<file path="config.mk">
export PLATFORM = sky130hd
export DESIGN_NAME = soma_completo_behav_flat
export DESIGN_NICKNAME = d
export VERILOG_FILES = /design/src/rtl/soma_completo_behav_if.sv /design/src/rtl/soma_completo_behav.sv /design/src/flat_wrapper.sv
export SDC_FILE = /design/constraint.sdc
export NUM_CORES = 1
export LEC_CHECK = 0
export BUFFER_PORTS_ARGS = -buffer_cell sky130_fd_sc_hd__buf_4
export CORE_AREA = 2 2 39 41
export DETAILED_ROUTE_END_ITERATION = 8
export DIE_AREA = 0 0 41 43
export HOLD_SLACK_MARGIN = 0.02
export PLACE_DENSITY_LB_ADDON = 0.05
export SYNTH_ARGS = -nofsm -noshare
export SYNTH_HDL_FRONTEND = slang
export SYNTH_SLANG_ARGS = --single-unit
</file>
<file path="constraint.sdc">
create_clock -name clk -period 0.9 [get_ports clk]
set_clock_uncertainty 0.1 [all_clocks]
set_input_delay 0.045 -clock clk [delete_from_list [all_inputs] [get_ports clk]]
set_output_delay 0.045 -clock clk [all_outputs]
set_load 0.02 [all_outputs]
</file>
<file path="src/rtl/soma_completo_behav_if.sv">
// Operand/result bundle for the ripple adder leaf cell.
// The master drives operands; the slave returns the result.
interface soma_completo_behav_if #(
  parameter int WIDTH = 1
);
  logic             in_valid;
  logic [WIDTH-1:0] a;
  logic [WIDTH-1:0] b;
  logic             carry_in;
  logic [WIDTH-1:0] sum;
  logic             carry_out;
  logic             overflow;
  logic             out_valid;

  modport master (
    output in_valid, a, b, carry_in,
    input  sum, carry_out, overflow, out_valid
  );

  modport slave (
    input  in_valid, a, b, carry_in,
    output sum, carry_out, overflow, out_valid
  );
endinterface

</file>
<file path="src/rtl/soma_completo_behav.sv">
// WIDTH-bit ripple full adder with optional output register.
// Carry chain is bit-serial; overflow is carry-into-MSB ^ carry-out.
module soma_completo_behav #(
  parameter int WIDTH      = 1,
  parameter bit REGISTERED = 1'b1
) (
  input logic                  clk,
  input logic                  rst,
  soma_completo_behav_if.slave bus
);

  logic [WIDTH-1:0] s_c;
  logic             co_c;
  logic             ov_c;
  logic             vld_q;

  // Ripple carry chain, one full-adder cell per bit
  always_comb begin : ripple
    logic cy;
    logic c_msb;
    cy    = bus.carry_in;
    c_msb = 1'b0;
    s_c   = '0;
    for (int i = 0; i < WIDTH; i++) begin
      c_msb  = cy;
      s_c[i] = bus.a[i] ^ bus.b[i] ^ cy;
      cy     = (bus.a[i] & bus.b[i]) |
               (bus.a[i] & cy) |
               (bus.b[i] & cy);
    end
    co_c = cy;
    ov_c = c_msb ^ cy;
  end

  // Result-valid flag is always one cycle behind in_valid
  always_ff @(posedge clk) begin
    if (rst) vld_q <= 1'b0;
    else     vld_q <= bus.in_valid;
  end

  assign bus.out_valid = vld_q;

  if (REGISTERED) begin : g_reg
    logic [WIDTH-1:0] sum_q;
    logic             co_q;
    logic             ov_q;

    // Capture on accepted operands; hold while the bus is idle
    always_ff @(posedge clk) begin
      if (rst) begin
        sum_q <= '0;
        co_q  <= 1'b0;
        ov_q  <= 1'b0;
      end else if (bus.in_valid) begin
        sum_q <= s_c;
        co_q  <= co_c;
        ov_q  <= ov_c;
      end
    end

    assign bus.sum       = sum_q;
    assign bus.carry_out = co_q;
    assign bus.overflow  = ov_q;
  end else begin : g_comb
    assign bus.sum       = s_c;
    assign bus.carry_out = co_c;
    assign bus.overflow  = ov_c;
  end

endmodule

</file>
<file path="src/flat_wrapper.sv">
// flat-port wrapper written by rule: the top's interface ports become plain ports
module soma_completo_behav_flat 
#(
  parameter int WIDTH      = 1,
  parameter bit REGISTERED = 1'b1
)
  (clk, rst, bus_in_valid, bus_a, bus_b, bus_carry_in, bus_sum, bus_carry_out, bus_overflow, bus_out_valid);
  soma_completo_behav_if #(.WIDTH(WIDTH)) bus_i ();
  input logic clk;
  input logic rst;
  input wire logic [$bits(bus_i.in_valid)-1:0] bus_in_valid;
  input wire logic [$bits(bus_i.a)-1:0] bus_a;
  input wire logic [$bits(bus_i.b)-1:0] bus_b;
  input wire logic [$bits(bus_i.carry_in)-1:0] bus_carry_in;
  output wire logic [$bits(bus_i.sum)-1:0] bus_sum;
  output wire logic [$bits(bus_i.carry_out)-1:0] bus_carry_out;
  output wire logic [$bits(bus_i.overflow)-1:0] bus_overflow;
  output wire logic [$bits(bus_i.out_valid)-1:0] bus_out_valid;
  assign bus_i.in_valid = bus_in_valid;
  assign bus_i.a = bus_a;
  assign bus_i.b = bus_b;
  assign bus_i.carry_in = bus_carry_in;
  assign bus_sum = bus_i.sum;
  assign bus_carry_out = bus_i.carry_out;
  assign bus_overflow = bus_i.overflow;
  assign bus_out_valid = bus_i.out_valid;
  soma_completo_behav #(.WIDTH(WIDTH), .REGISTERED(REGISTERED)) u_core (.clk(clk), .rst(rst), .bus(bus_i));
endmodule
</file>
==> results.md <==
- Die Wd: slightly above 40 um
- First DRT Iteration DRCs: 3
- Synth warn: 0
- Worst VDD drop: 851 uV
- Worst hold slack: -0.0522 ns
- CTS Buf Count: 3
- Clock slew at reported path FFs: 0.04 ns
- Htree depth: 1
- Max-cap violation count: 0
- Clock network power share: 44.0%
- Final Max Tran Viols: 0
- P_sw: approximately 0.14 mW
- Yosys reg bits: 4
- Diode count: 0
- Met3 usage: 6.28%
- Final Cycle Share: roughly 94%
- Die area: ~1800 um2
- CTS sink cnt: 4
- Via/cell ratio: 3.37
- Layout Cells excl Fill: 43
- Largest net degree at the start of global routing: 6
- Final WL: ~360 um
- CP Capture Type: output pin
- Setup Crit Path Kind: flip-flop to output pin
- Synthesized Nets: 20
- DR DRC count: 0
- Outcome: complete, but fails checks
- Overflow after GRT: 0
- Cts repair resizes: 0
- First-pass GRT wire length: 572 um
- Synth cell count leaders: dfxtp_1, nor2_1, mux2i_1
- Pre-antenna DRT Iters: 2
- Critical Path RT: 0.75 ns
- Int Pwr: 0.396 mW
- Buffers added on ports: 9
- Cell family with most CP delay: flip-flops
- Register area share after synthesis: 52.0%
- CP arrival: 0.70 ns
- Initial core utilization: between 10% and 20%
- GR Util met1: a little under 6%
- GR Util met2: 6.56%
- Nets: 36
- CTS Root Buffer Type: clkbuf_4
- Busiest layer in global routing: met2
- Post-layout min period: 0.846 ns
- Switching Fraction: 25.5%
- Num rows: 14
- ANT nets after route: 0
- Clock tree buffer depth: 2
- CP peak stage delay: 0.32 ns
- Area share of the largest cell type after synthesis: 52.0%
- Wire length per cell: 8.40 um
- Die H: about 43 um
- Worst-path cell chain: buf_4
- P_leak: approximately 0.13 nW
- Post-CTS Setup Repair Bufs: 0
- CTS Hold Buffers Added: 1
- Max_slew headroom: 88.9%
- Area leader, netlist: dfxtp_1
- Slowest cell on crit path: dfxtp_1
- Final Setup Violations: 0
- Synth top area cells: dfxtp_1, fa_1, mux2i_1
- Failing checks: hold timing
- Post-synth EDFFs: 0
- Worst Path Buf+Inv: 1
- FFs w/ async S/R, synth: 0%
- Via count: 145
- Post-synthesis instance total: 13
- Distinct cells, synth: 7
- Syn Area/Cell: 11.8 um2
- Startpoint Class: flip-flop
- Core footprint: approximately 1400 um2
- Post-DP HPWL: 278 um
- RSZ-0062 raised after global routing: false
- Cell Pwr Density: 1870 nW/um2
- Cells after DPL: 39
- Final GP Congestion: 0.640
- Antenna violations before repair: 0
- Synth Cell Area: around 150 um2
- Hold Fails Final Rpt: 3
- R2R Setup Slk: 0.16 ns
- Ys flop type: dfxtp_1
- Crit path max fanout: 2
- Vias in the first global route: between 100 and 150
- Tot GR Track Use: 6.03%
- Fmax: 1180 MHz
- HP Class: input pin to flip-flop
- CTS tree: done
- Most frequent cell after synthesis: dfxtp_1
- Logic pwr share: 18.8%
- Slew at the pin closest to its max-slew limit: 0.165 ns
- Part of the power in registers: 37.2%
- Area grow syn2layout: 84.6%
- IO Count: 10
- Fin util: 20.5%
- Clock latency on the worst-skew pair: 0.24 ns
- Layout cells sized above 1: 51.9%
-- power groups by stage --
stage | clock network (mW) | logic, mW | registers [mW]
after floorplan | 0 | 0.0272 | 0.217
after global placement | 0 | 0.100 | 0.200
after detailed placement | 0 | 0.0995 | 0.201
after CTS | 0.240 | 0.103 | 0.198
after global routing | 0.257 | 0.111 | 0.199
final | 0.234 | 0.100 | 0.197
-- cell usage in the layout (no fill, tap or decap) --
master,n
buf_4,10
dfxtp_1,4
nor2_1,3
clkbuf_4,3
mux2i_1,2
xnor2_1,1
a211oi_1,1
nor2b_1,1
fa_2,1
dlygate4sd3_1,1
-- final cells by class --
class / count / area, um2
Timing Repair Buffer: 11 / 85.1
Fill cell: 159 / 1100
Clock buffer: 3 / 22.5
Tap cell: 16 / 20.0
Multi-Input combinational cell: 9 / 76.3
Sequential cell: 4 / 80.1
-- flip-flops by register name (all words and copies together) (netlist names) --
register	flops
u_core.bus.carry_out	1
u_core.bus.overflow	1
u_core.bus.sum	1
u_core.bus.out_valid	1
-- through the flow --
| stage | hold slack [ns] | cell area (um2) | power [mW] | worst slack, ns | TNS (ns) |
|---|---|---|---|---|---|
| 3_5_place_dp | 0.141 | 251 | 0.300 | -0.177 | -0.379 |
| 2_1_floorplan | 0.0166 | 156 | 0.244 | 0.00228 | 0 |
| 5_1_grt | -0.0559 | 284 | 0.568 | 0.0150 | 0 |
| 4_1_cts | -0.0593 | 284 | 0.541 | 0.0432 | 0 |
| 3_3_place_gp | 0.142 | 251 | 0.300 | -0.194 | -0.388 |
| 6_report | -0.0522 | 284 | 0.531 | 0.0539 | 0 |
-- routing by layer --
| layer | wire length (um) | part of all wire, % |
|---|---|---|
| met3 | 42 | 12 |
| met4 | 0 | 0 |
| met2 | 167 | 46 |
| met1 | 151 | 42 |
| met5 | 0 | 0 |
-- logic make-up after synthesis --
logic type	synth area share, %
and+or+nand+nor	11.4
DFF	52.0
muxes	13.0
AOI/OAI and AO/OA	4.88
xor gates and xnor gates	5.69
adders and majority gates	13.0
-- path summary, 6_finish.rpt --
| kind | cells after the start | endpoint | start |
|---|---|---|---|
| worst max-delay path | 1 | bus_sum | u_core.bus.sum |
| worst min-delay path | 2 | u_core.bus.overflow | bus_in_valid |
| worst max register to register | 2 | u_core.bus.overflow | u_core.bus.overflow |
| worst min register to register | 2 | u_core.bus.overflow | u_core.bus.overflow |
Note: power is estimated with default switching activity, not from simulation.
